===== config.mk =====
export PLATFORM = sky130hd
export DESIGN_NAME = key_debounce_repeat
export DESIGN_NICKNAME = d
export VERILOG_FILES = /design/src/rtl/key_debounce_repeat.sv
export SDC_FILE = /design/constraint.sdc
export NUM_CORES = 1
export LEC_CHECK = 0
export BUFFER_PORTS_ARGS = -buffer_cell sky130_fd_sc_hd__buf_2
export CORE_MARGIN = 3
export CORE_UTILIZATION = 48
export DETAILED_ROUTE_END_ITERATION = 7
export SLEW_MARGIN = 20
export SYNTH_ARGS = -nofsm -noshare
export SYNTH_HDL_FRONTEND = slang
export SYNTH_SLANG_ARGS = --single-unit

===== constraint.sdc =====
create_clock -name clk -period 11.1 [get_ports clk]
set_input_delay 2.22 -clock clk [delete_from_list [all_inputs] [get_ports clk]]
set_output_delay 2.22 -clock clk [all_outputs]
set_load 0.05 [all_outputs]

===== src/rtl/key_debounce_repeat.sv =====
// Per-channel key conditioner: 2-FF synchronizer, debounce FSM, press/release pulses and
// optional auto-repeat while a key is held.
module key_debounce_repeat #(
  parameter int unsigned NUM_KEYS     = 7,
  parameter int unsigned DEBOUNCE_CNT = 2000,
  parameter int unsigned REPEAT_DELAY = 50000,
  parameter int unsigned REPEAT_RATE  = 10000,
  parameter int unsigned CNT_W        = 16
) (
  input  logic                clk,
  input  logic                reset,
  input  logic [NUM_KEYS-1:0] key_raw,
  input  logic [NUM_KEYS-1:0] repeat_en,
  output logic [NUM_KEYS-1:0] key_level,
  output logic [NUM_KEYS-1:0] key_press,
  output logic [NUM_KEYS-1:0] key_release
);

  localparam logic [CNT_W-1:0] DbLast    = CNT_W'(DEBOUNCE_CNT - 1);
  localparam logic [CNT_W-1:0] DelayLast = CNT_W'(REPEAT_DELAY - 1);
  localparam logic [CNT_W-1:0] RateLast  = CNT_W'(REPEAT_RATE - 1);

  typedef enum logic [1:0] {
    StUp,
    StDnChk,
    StDown,
    StUpChk
  } state_e;

  for (genvar i = 0; i < NUM_KEYS; i++) begin : g_key
    state_e           state_q, state_d;
    logic [1:0]       sync_q;
    logic [CNT_W-1:0] dcnt_q, dcnt_d;
    logic [CNT_W-1:0] hold_q, hold_d;
    logic             rpt_q, rpt_d;
    logic             level_q, level_d;
    logic             press_q, press_d;
    logic             rel_q, rel_d;
    logic             sync;

    assign sync = sync_q[1];

    always_ff @(posedge clk or posedge reset) begin
      if (reset) begin
        state_q <= StUp;
        sync_q  <= '0;
        dcnt_q  <= '0;
        hold_q  <= '0;
        rpt_q   <= 1'b0;
        level_q <= 1'b0;
        press_q <= 1'b0;
        rel_q   <= 1'b0;
      end else begin
        state_q <= state_d;
        sync_q  <= {sync_q[0], key_raw[i]};
        dcnt_q  <= dcnt_d;
        hold_q  <= hold_d;
        rpt_q   <= rpt_d;
        level_q <= level_d;
        press_q <= press_d;
        rel_q   <= rel_d;
      end
    end

    always_comb begin
      state_d = state_q;
      dcnt_d  = dcnt_q;
      hold_d  = hold_q;
      rpt_d   = rpt_q;
      level_d = level_q;
      press_d = 1'b0;
      rel_d   = 1'b0;
      unique case (state_q)
        StUp: begin
          if (sync) begin
            state_d = StDnChk;
            dcnt_d  = '0;
          end
        end
        StDnChk: begin
          if (!sync) begin
            state_d = StUp;
          end else if (dcnt_q == DbLast) begin
            state_d = StDown;
            dcnt_d  = '0;
            level_d = 1'b1;
            press_d = 1'b1;
            hold_d  = '0;
            rpt_d   = 1'b0;
          end else begin
            dcnt_d = dcnt_q + 1'b1;
          end
        end
        StDown: begin
          // hold/rpt stay frozen across a release check so a bounce resumes the repeat phase
          if (!sync) begin
            state_d = StUpChk;
            dcnt_d  = '0;
          end else if (repeat_en[i]) begin
            if (hold_q == (rpt_q ? RateLast : DelayLast)) begin
              press_d = 1'b1;
              hold_d  = '0;
              rpt_d   = 1'b1;
            end else begin
              hold_d = hold_q + 1'b1;
            end
          end else begin
            hold_d = '0;
            rpt_d  = 1'b0;
          end
        end
        StUpChk: begin
          if (sync) begin
            state_d = StDown;
          end else if (dcnt_q == DbLast) begin
            state_d = StUp;
            dcnt_d  = '0;
            level_d = 1'b0;
            rel_d   = 1'b1;
          end else begin
            dcnt_d = dcnt_q + 1'b1;
          end
        end
        default: state_d = StUp;
      endcase
    end

    assign key_level[i]   = level_q;
    assign key_press[i]   = press_q;
    assign key_release[i] = rel_q;
  end

endmodule

# After elaboration in Yosys (flattened, before gate mapping)
# Cells that the tools add are included.
# W data, S select, Z words.
[word_totals]
register_bits = 280
input_bits = 16
elab_cells = 497
[op_classes]
addsub = 14
eq_ne = 105
n_mux = 266
reduce_logical = 56
[ops]
columns = ["cell", "count"]
rows = [
  ["$mux W16", 77],
  ["$pmux W16 S4", 7],
  ["$add A16 B1 Y16 const B", 14],
  ["$pmux W16 S2", 7],
  ["$eq A16 B11 Y1 const B", 7],
  ["$eq A16 B16 Y1", 7],
  ["$mux W1", 105],
  ["$ne A2 B2 Y1 const B", 49],
  ["$mux W2", 42],
  ["$reduce_and A4 Y1", 21],
  ["$reduce_and A5 Y1", 14],
  ["$ne A3 B3 Y1 const B", 21],
  ["$pmux W2 S4", 7],
  ["$pmux W1 S2", 21],
  ["$eq A2 B2 Y1 const B", 14],
  ["$reduce_bool A2 Y1", 14],
  ["$eq A2 B1 Y1 const B", 7],
  ["$logic_not A2 Y1", 7],
]

# Longest topological paths before layout
# Gate-level depths: netlist of the first run.
[logic_depth]
ltp_word = 6
ltp_mapped = 9
depth_no_buf = 7

# Worst setup path before layout of the first run
# OpenSTA, ideal clock, no wires.
[synth_timing]
path_kind = "input -> register"
startpoint = "input port repeat_en[6]"
endpoint = "register g_key[6].hold_q[12]"
setup_time_ns = 0.104
t_arrival_ns = 3.106
setup_slack_ns = 7.891
stages = 5
cell_sequence = "nand2_1 -> o21bai_2 -> or2_1 -> buf_2 -> o311ai_1"
[synth_between]
elab_chain_cells = 3
[synth_rtl]
columns = ["item", "line", "rtl"]
rows = [
  ["from (decl)", "13", "input logic [NUM_KEYS-1:0] repeat_en,"],
  ["$mux W16", "99", "end else if (repeat_en[i]) begin"],
  ["$mux W16", "96", "if (!sync) begin"],
  ["$pmux W16 S2", "73", "unique case (state_q)"],
  ["to (signal assigned)", "57", "hold_q <= hold_d;"],
  ["to (decl)", "34", "logic [CNT_W-1:0] hold_q, hold_d;"],
]
# Every way passes these cells. The select of a mux whose other input is x is not followed.
# A chain may end at the register's enable or synchronous reset.

# Worst setup path after layout of the first run
[layout_timing]
startpoint = "register g_key[3].level_q"
endpoint = "output port key_level[3]"
[layout_rtl]
columns = ["item", "line", "rtl"]
rows = [
  ["from (decl)", "36", "logic level_q, level_d;"],
  ["from (signal assigned)", "59", "level_q <= level_d;"],
  ["to (decl)", "14", "output logic [NUM_KEYS-1:0] key_level,"],
]
# No word-level cell between the ends.

==> impl_metrics.env, run 1 <==
export IMPL_cts_root_buf="clkbuf_16"
export IMPL_period_share=0.304
export IMPL_crit_arrival_ps=1150
export IMPL_synth_top_area_share=0.452
export IMPL_p_comb_frac=0.243
export IMPL_dr_first_iter_drc_count=614
export IMPL_rsz0062_at_grt="no"
export IMPL_start_util=0.489
export IMPL_path_clk_slew_ps=50
export IMPL_syn_inst=1680
export IMPL_slew_viol_final=0
export IMPL_fmax_mhz=297
export IMPL_cts_resized=0
export IMPL_status="complete, no violations"
export IMPL_avgSynthCellArea_um2=9.23
export IMPL_core_um2=31700
export IMPL_ys_flop_type="dfrtp_1"
export IMPL_grt_max_degree=142
export IMPL_worstMarginPinSlew_ps=1080
export IMPL_synth_area_leaders="dfrtp_1 (45%), nor2_1 (5.6%), nand2_1 (3.8%)"
export IMPL_p_int_mw=2.12
export IMPL_clock_path_buffers=3
export IMPL_worstSetupStartpointType="register"
export IMPL_hold_viol=0
export IMPL_leakagePower_nw=7.44
export IMPL_clkPwrFrac=0.364
export IMPL_top_layer_used="met4"
export IMPL_routed_via_count=12100
export IMPL_min_delay_start="g_key[3].sync_q[0]"
export IMPL_antenna_cells=0
export IMPL_yosys_area_top_type="dfrtp_1"
export IMPL_crit_chain="buf_2"
export IMPL_grt_pass1_vias=11700
export IMPL_io_pins=37
export IMPL_ys_seq_elements=280
export IMPL_synth_edf_count=0
export IMPL_wirelength_mm=31.4
export IMPL_fin_worst_skew_ps=10.8
export IMPL_irDropWorstVdd_mv=0.188
export IMPL_cp_top_family="flip-flops"
export IMPL_dpl_hpwl_mm=20.9
export IMPL_dieArea_um2=34500
export IMPL_cts_setup_buffers=0
export IMPL_hp_class="reg -> reg"
export IMPL_fp_dieW_um=186
export IMPL_clock_latency_ps=500
export IMPL_critPathMaxFanout=3
export IMPL_seq_power_share=0.393
export IMPL_cap_violations=0
export IMPL_rows=65
export IMPL_required_ps=8880
export IMPL_setup_violations_final=0
export IMPL_final_common_cell="dfrtp_1"
export IMPL_drive_above_1_share=0.0798
export IMPL_final_cell_mix="dfrtp_1 (280), nor2_1 (233), nand2_1 (155), o21ai_0 (97), nand3_1 (65)"
export IMPL_critPathKind="reg -> out"
export IMPL_r2r_slack_ps=8260
export IMPL_holdWs_ps=346
export IMPL_yosysWarnings=0
export IMPL_netSwitchingFraction=0.329
export IMPL_syn_area_um2=15500
export IMPL_syn_num_nets=1738
export IMPL_wire_per_inst_um=14.8
export IMPL_drc=0
export IMPL_startpoint="g_key[3].level_q"
export IMPL_ys_async_sr_fraction=1.00
export IMPL_cts_tree="yes"
export IMPL_routabilityCongestion=0.787
export IMPL_net_switching_power_mw=1.04
export IMPL_met2_wirelength_mm=14.3
export IMPL_grt_usage=0.186
export IMPL_grt_antenna_before_repair=0
export IMPL_drt_met1_wl_mm=15.7
export IMPL_cpMaxStageDelayCell="dfrtp_1"
export IMPL_io_buffers=36
export IMPL_clock_sinks=280
export IMPL_regToRegStartpoint="g_key[4].dcnt_q[4]"
export IMPL_viasPerCell=5.74
export IMPL_areaGrowthSynthToFinish_pct=10.2
export IMPL_slowest_delay_ps=370
export IMPL_cp_num_buf_inv=1
export IMPL_slew_headroom=0.271
export IMPL_power_mw=3.16
export IMPL_power_density_nw_per_um2=185
export IMPL_critPathCaptureType="output port"
export IMPL_nets=1750
export IMPL_h_tree_depth=2
export IMPL_routed_wl_met3_um=896
export IMPL_cts_hold_buf=0
export IMPL_detail_route_first_pass_iterations=5
export IMPL_grt_overflow_total=0
export IMPL_antenna_left=0
export IMPL_cts_buffers=34
export IMPL_seq_area_frac_synth=0.452
export IMPL_fin_tns_setup_ps=0
export IMPL_grt_pass1_wl_mm=55.5
export IMPL_yosysUniqueCellTypes=79
export IMPL_die_y_um=186
export IMPL_fin_crit_ps=3370
-- metal layers --
layer,up-vias,track usage
li1,6081,-
met1,5865,0.271
met2,158,0.299
met3,43,0.0254
met4,0,0.0420
met5,-,0
-- cell families after synthesis --
| kind of cell | share of synthesized area |
|---|---|
| AND/OR/NAND/NOR | 0.265 |
| AO/OA/AOI/OAI | 0.152 |
| flip-flops | 0.452 |
| buffers and inverters | 0.0354 |
| XOR/XNOR | 0.0559 |
| adder cells (fa/ha/maj) | 0.0339 |
| multiplexers | 0.00533 |
-- final cells by class --
cell class                      count  area (µm²)
Clock buffer                       48        1040
Clock inverter                     12         140
Fill cell                        2859       14600
Inverter                           49         191
Multi-Input combinational cell   1284        7950
Sequential cell                   280        7010
Tap cell                          402         503
Timing Repair Buffer               43         253
-- flip-flops by register name (all words and copies together), names as in the netlist, named ones only --
signal,flops
g_key.dcnt_q,112
g_key.level_q,7
g_key.sync_q,14
g_key.press_q,7
g_key.rel_q,7
g_key.rpt_q,7
g_key.state_q,7
g_key.hold_q,112
-- path summary, 6_finish.rpt --
| kind | end | cells after the start |
|---|---|---|
| worst max-delay path | key_level[3] | 1 |
| min in group asynchronous | g_key[1].rpt_q | 2 |
| worst max register to register | g_key[4].hold_q[2] | 5 |
| worst min register to register | g_key[3].sync_q[1] | 0 |
| worst min-delay path | g_key[3].sync_q[1] | 0 |
| max in group asynchronous | g_key[4].dcnt_q[15] | 4 |
-- power groups by stage --
stage,clock [mW],combinational [mW],sequential [mW]
3_5_place_dp,0,0.771,1.26
6_report,1.15,0.767,1.24
2_1_floorplan,0,0.626,1.23
3_3_place_gp,0,0.756,1.25
4_1_cts,1.19,0.776,1.24
5_1_grt,1.23,0.885,1.26
-- Yosys cell counts, drive strengths merged, types with 11 or more instances --
library cell  count
o21ai           119
nand2           155
and4             18
o31ai            22
nor3             47
inv              49
nand3            65
a21o             19
ha               42
nor4b            17
and2             20
a2bb2oi          16
nor4             28
nand4            43
a21oi            34
nor2b            29
xor2             44
nor3b            11
or4              24
xnor2            55
buf              36
dfrtp           280
a22o             55
clkbuf           31
and3             36
or3              18
nor2            235
-- stage by stage --
stage,area [µm²],cells,utilization,worst slack [ps]
after floorplan,15500,1680,-,1160
after global placement,15900,2057,0.500,6880
after detailed placement,15900,2057,0.500,6880
after CTS,17100,2117,0.538,7400
after global routing,17100,2118,0.538,7470
final,17100,2118,0.538,7730
Note: power is estimated with default switching activity, not from simulation.
==> run 2: changes to the inputs <==
==> constraint.sdc (replaced) <==
create_clock -name clk -period 3.5 [get_ports clk]
set_input_delay 0.7 -clock clk [delete_from_list [all_inputs] [get_ports clk]]
set_output_delay 0.7 -clock clk [all_outputs]
set_load 0.05 [all_outputs]
==> impl_metrics.env, run 2 (synthesis results as in run 1) <==
export IMPL_hold_viol=0
export IMPL_clock_latency_ps=510
export IMPL_cts_resized=0
export IMPL_worstMarginPinSlew_ps=944
export IMPL_drc=0
export IMPL_cts_buffers=35
export IMPL_multi_input_area_um2=7950
export IMPL_antenna_cells=0
export IMPL_io_pins=37
export IMPL_grt_overflow_total=0
export IMPL_critPathMaxFanout=13
export IMPL_die_y_um=186
export IMPL_irDropWorstVdd_mv=0.492
export IMPL_clock_sinks=280
export IMPL_cts_root_buf="clkbuf_16"
export IMPL_rsz0062_at_grt="no"
export IMPL_power_mw=9.87
export IMPL_start_util=0.489
export IMPL_dpl_hpwl_mm=21.3
export IMPL_met2_usage=0.292
export IMPL_reg_top3="g_key.dcnt_q: 112 flops, g_key.hold_q: 112 flops, g_key.sync_q: 14 flops"
export IMPL_nets=1760
export IMPL_fillerInstances=2879
export IMPL_io_buffers=36
export IMPL_hp_class="in -> async"
export IMPL_dieArea_um2=34500
export IMPL_wire_per_inst_um=14.8
export IMPL_critPathCaptureType="register"
export IMPL_worstSetupStartpointType="register"
export IMPL_setup_violations_final=0
export IMPL_cap_violations=0
export IMPL_drive_above_1_share=0.0817
export IMPL_antenna_left=0
export IMPL_cts_setup_buffers=0
export IMPL_grt_max_degree=97
export IMPL_h_tree_depth=2
export IMPL_path_clk_slew_ps=60
export IMPL_grt_antenna_before_repair=0
export IMPL_crit_arrival_ps=3130
export IMPL_fp_dieW_um=186
export IMPL_placed_area_um2=16000
export IMPL_critPathKind="reg -> reg"
export IMPL_fin_worst_skew_ps=8.47
export IMPL_fin_crit_ps=2690
export IMPL_grt_pass1_vias=11500
export IMPL_detail_route_first_pass_iterations=5
export IMPL_grt_pass1_wl_mm=55.3
export IMPL_clock_path_buffers=3
export IMPL_regArea_um2=7010
export IMPL_grt_usage=0.187
export IMPL_final_cell_mix="dfrtp_1 (280), nor2_1 (233), nand2_1 (155), o21ai_0 (97), nand3_1 (65)"
export IMPL_cts_tree="yes"
export IMPL_final_cell_area_um2=17100
export IMPL_fmax_mhz=372
export IMPL_use_met3=0.0279
export IMPL_rows=65
export IMPL_status="complete, no violations"
export IMPL_viasPerCell=5.75
export IMPL_grt_busiest_layer="met2"
export IMPL_routabilityCongestion=0.820
export IMPL_final_common_cell="dfrtp_1"
export IMPL_areaGrowthSynthToFinish_pct=10.2
export IMPL_slew_viol_final=0
export IMPL_core_um2=31700
export IMPL_gr_usage_met1=0.274
export IMPL_power_density_nw_per_um2=578
export IMPL_dr_first_iter_drc_count=635
export IMPL_cts_hold_buf=0
export IMPL_required_ps=3940
export IMPL_slew_headroom=0.370
export IMPL_leakagePower_nw=7.46
export IMPL_wirelength_mm=31.5
export IMPL_routed_via_count=12200
export IMPL_period_share=0.768
export IMPL_fin_tns_setup_ps=0
run 2: cell types whose count changed in the layout (fill, tap and decap cells not counted):
cell,before,now
buf_4,6,13
bufinv_16,3,0
buf_16,1,0
buf_12,0,3
clkinvlp_4,2,1
clkbuf_8,7,8
clkbuf_1,4,9
clkinv_2,7,6
inv_8,1,0
run 2: per-stage QoR:
step                      hold slack, ps  utilization  setup slack (ps)  cells
after global placement               331        0.504               921   2067
after global routing                 273        0.539               551   2127
after detailed placement             336        0.504               841   2067
after CTS                            244        0.539               822   2127
final                                255        0.539               810   2127
after floorplan                      331            -              -907   1680
run 2: layout make-up:
cell class | instances | share of cell area
clock buffers | 54 | 0.0626
clock inverters | 6 | 0.00176
inverters | 49 | 0.0110
multi-input cells | 1284 | 0.465
flip-flops and latches | 280 | 0.410
well taps | 402 | 0.0294
repair buffers | 52 | 0.0198
run 2: worst max-delay path, stage by stage (launching register included):
cell and delay (ps):
dfrtp_1 400, ha_1 210, nor4b_1 340, nand4_1 350, o21a_1 450, nor2_1 630, a221o_1 250
run 2: power breakdown:
part / internal (mW) / leakage (nW) / switching, mW / total (mW)
combinational: 0.920 / 3.10 / 1.58 / 2.50
clock: 2.09 / 0.548 / 1.34 / 3.43
sequential: 3.57 / 3.81 / 0.368 / 3.94
run 2: routing by layer:
metal,up-vias,part of all wire,routed length [µm]
met1,5917,0.50,15700
li1,6118,-,-
met5,-,0,0
met3,45,0.032,1020
met4,0,0.019,584
met2,159,0.45,14200
run 2: worst paths after layout:
path	startpoint	to	slack [ps]	cells past startpoint
setup / recovery	g_key[3].dcnt_q[0]	g_key[3].hold_q[7]	810	6
hold / removal	reset	g_key[3].dcnt_q[10]	260	2
setup reg to reg	g_key[3].dcnt_q[0]	g_key[3].hold_q[7]	810	6
hold reg to reg	g_key[5].sync_q[0]	g_key[5].sync_q[1]	350	0
max in group asynchronous	reset	g_key[4].dcnt_q[3]	2340	3
min in group clk	key_raw[5]	g_key[5].sync_q[0]	300	1
==> run 3: changes to the inputs <==
--- a/config.mk
+++ b/config.mk
@@ -9,6 +9,7 @@
 export CORE_MARGIN = 3
 export CORE_UTILIZATION = 48
 export DETAILED_ROUTE_END_ITERATION = 7
+export PLACE_DENSITY = 0.66
 export SLEW_MARGIN = 20
 export SYNTH_ARGS = -nofsm -noshare
 export SYNTH_HDL_FRONTEND = slang
==> constraint.sdc (replaced) <==
create_clock -name clk -period 2.17 [get_ports clk]
set_input_delay 0.434 -clock clk [delete_from_list [all_inputs] [get_ports clk]]
set_output_delay 0.434 -clock clk [all_outputs]
set_load 0.05 [all_outputs]
==> impl_metrics.env, run 3 (synthesis results as in run 1) <==
export IMPL_dr_first_iter_drc_count=686
export IMPL_h_tree_depth=2
export IMPL_nets=1926
export IMPL_antenna_cells=0
export IMPL_grt_pass1_vias=12600
export IMPL_critPathKind="reg -> reg"
export IMPL_layout_cells_non_filler=2295
export IMPL_hold_viol=0
export IMPL_slew_headroom=0.517
export IMPL_setup_violations_final=10
export IMPL_drc=0
export IMPL_fin_worst_skew_ps=10.6
export IMPL_core_um2=31700
export IMPL_fin_crit_ps=2240
export IMPL_crit_arrival_ps=2620
export IMPL_cts_tree="yes"
export IMPL_final_common_cell="dfrtp_1"
export IMPL_required_ps=2550
export IMPL_final_cell_mix="dfrtp_1 (279), nor2_1 (227), nand2_1 (155), buf_4 (155), o21ai_0 (83)"
export IMPL_rsz0062_at_grt="yes"
export IMPL_io_buffers=36
export IMPL_rows=65
export IMPL_period_share=1.03
export IMPL_r2r_slack_ps=-70
export IMPL_drive_above_1_share=0.211
export IMPL_grt_antenna_before_repair=0
export IMPL_wirelength_mm=34.4
export IMPL_worstSetupStartpointType="register"
export IMPL_fmax_mhz=446
export IMPL_grt_pass1_wl_mm=59.1
export IMPL_hold_depth=1
export IMPL_cts_root_buf="clkbuf_16"
export IMPL_critPathMaxFanout=6
export IMPL_worstMarginPinSlew_ps=723
export IMPL_fp_dieW_um=186
export IMPL_grt_overflow_total=0
export IMPL_slew_viol_final=0
export IMPL_clock_path_buffers=3
export IMPL_dieArea_um2=34500
export IMPL_routabilityCongestion=0.857
export IMPL_power_mw=18.3
export IMPL_fin_ws_ps=-71.6
export IMPL_wire_per_inst_um=15.0
export IMPL_irDropWorstVdd_mv=0.710
export IMPL_detail_route_first_pass_iterations=5
export IMPL_clock_sinks=280
export IMPL_cap_violations=0
export IMPL_antenna_left=0
export IMPL_leakagePower_nw=8.53
export IMPL_power_density_nw_per_um2=953
export IMPL_areaGrowthSynthToFinish_pct=24.2
export IMPL_startpoint="g_key[0].hold_q[12]"
export IMPL_violations="setup timing"
export IMPL_start_util=0.489
export IMPL_ff2ff_path_depth=7
export IMPL_holdPathEnd="g_key[6].sync_q[0]"
export IMPL_min_delay_start="key_raw[6]"
export IMPL_grt_max_degree=46
export IMPL_critPathCaptureType="register"
export IMPL_reg_top3="g_key.dcnt_q: 112 flops, g_key.hold_q: 112 flops, g_key.sync_q: 14 flops"
export IMPL_post_place_cells=2213
export IMPL_regToRegStartpoint="g_key[0].hold_q[12]"
export IMPL_clock_latency_ps=500
export IMPL_path_clk_slew_ps=60
export IMPL_io_pins=37
export IMPL_cts_buffers=34
export IMPL_routed_via_count=13000
export IMPL_status="finished with violations"
export IMPL_grt_usage=0.199
export IMPL_die_y_um=186
export IMPL_dpl_hpwl_mm=23.1
export IMPL_hp_class="in -> reg"
export IMPL_reg2reg_to="g_key[0].hold_q[7]"
export IMPL_viasPerCell=5.67
==> run 3: cell count changes in the layout (fill, tap and decap cells not counted), sizes merged <==
| cell | previous run | this run |
|---|---|---|
| bufinv | 0 | 10 |
| clkinvlp | 1 | 3 |
| clkdlybuf4s15 | 0 | 1 |
| clkbuf | 54 | 46 |
| clkinv | 6 | 3 |
| buf | 52 | 218 |
==> run 3: critical path, cell delays in order, from the launching register on <==
cell	delay [ps]
dfrtp_1	390
or4_4	530
or4_4	520
o21bai_4	160
buf_6	140
buf_6	120
a2bb2oi_2	160
o31ai_2	90
==> run 3: cell type report <==
| class | instances | area (µm²) |
|---|---|---|
| Timing Repair Buffer | 219 | 1750 |
| Clock buffer | 46 | 1030 |
| Inverter | 49 | 188 |
| Clock inverter | 15 | 330 |
| Multi-Input combinational cell | 1284 | 8440 |
| Sequential cell | 280 | 7010 |
| Tap cell | 402 | 503 |
| Fill cell | 2656 | 12500 |
==> run 3: per-layer routing <==
layer	GRT usage	up-vias	part of all wire
met5	0	-	0
met4	0.0494	0	0.020
met3	0.0254	57	0.031
met2	0.321	214	0.46
met1	0.285	6284	0.49
li1	-	6447	-
==> run 3: timing repair <==
action / CTS / global route
setup buffers: 5 / 15
pin swaps: 8 / 45
endpoints found under the hold margin: 0 / 0
gates cloned: 1 / 2
endpoints found under the setup margin: 46 / 152
hold buffers: 0 / 0
gates resized for setup: 18 / 117
==> run 3: how the worst max path moves through the flow <==
stage                                             to  slack (ps)  cells after the start
after floorplan           asynchronous set/reset pin       -1970                      1
after global placement            g_key[2].hold_q[6]         -20                      6
after detailed placement          g_key[2].hold_q[9]        -110                      6
after CTS                         g_key[2].hold_q[8]          -9                      6
after global routing              g_key[0].hold_q[7]        -110                      7
final                             g_key[0].hold_q[7]         -70                      7
==> run 3: power by group <==
group	internal [mW]	switching, mW	leakage (nW)
combinational	2.31	2.99	4.06
sequential	5.76	0.538	3.81
clock	4.51	2.23	0.662
total	12.6	5.76	8.53
==> run 3: through the flow <==
step | cell area (µm²) | TNS [ps] | hold slack (ps) | util | setup WS [ps]
6_report | 19200 | -342 | 39.2 | 0.607 | -71.6
3_3_place_gp | 17200 | -75.5 | 331 | 0.542 | -18.0
5_1_grt | 19200 | -1840 | 23.1 | 0.607 | -111
3_5_place_dp | 17200 | -1070 | 336 | 0.542 | -114
2_1_floorplan | 15500 | -551980 | 331 | - | -1970
4_1_cts | 18700 | -16.6 | 14.1 | 0.589 | -9.17
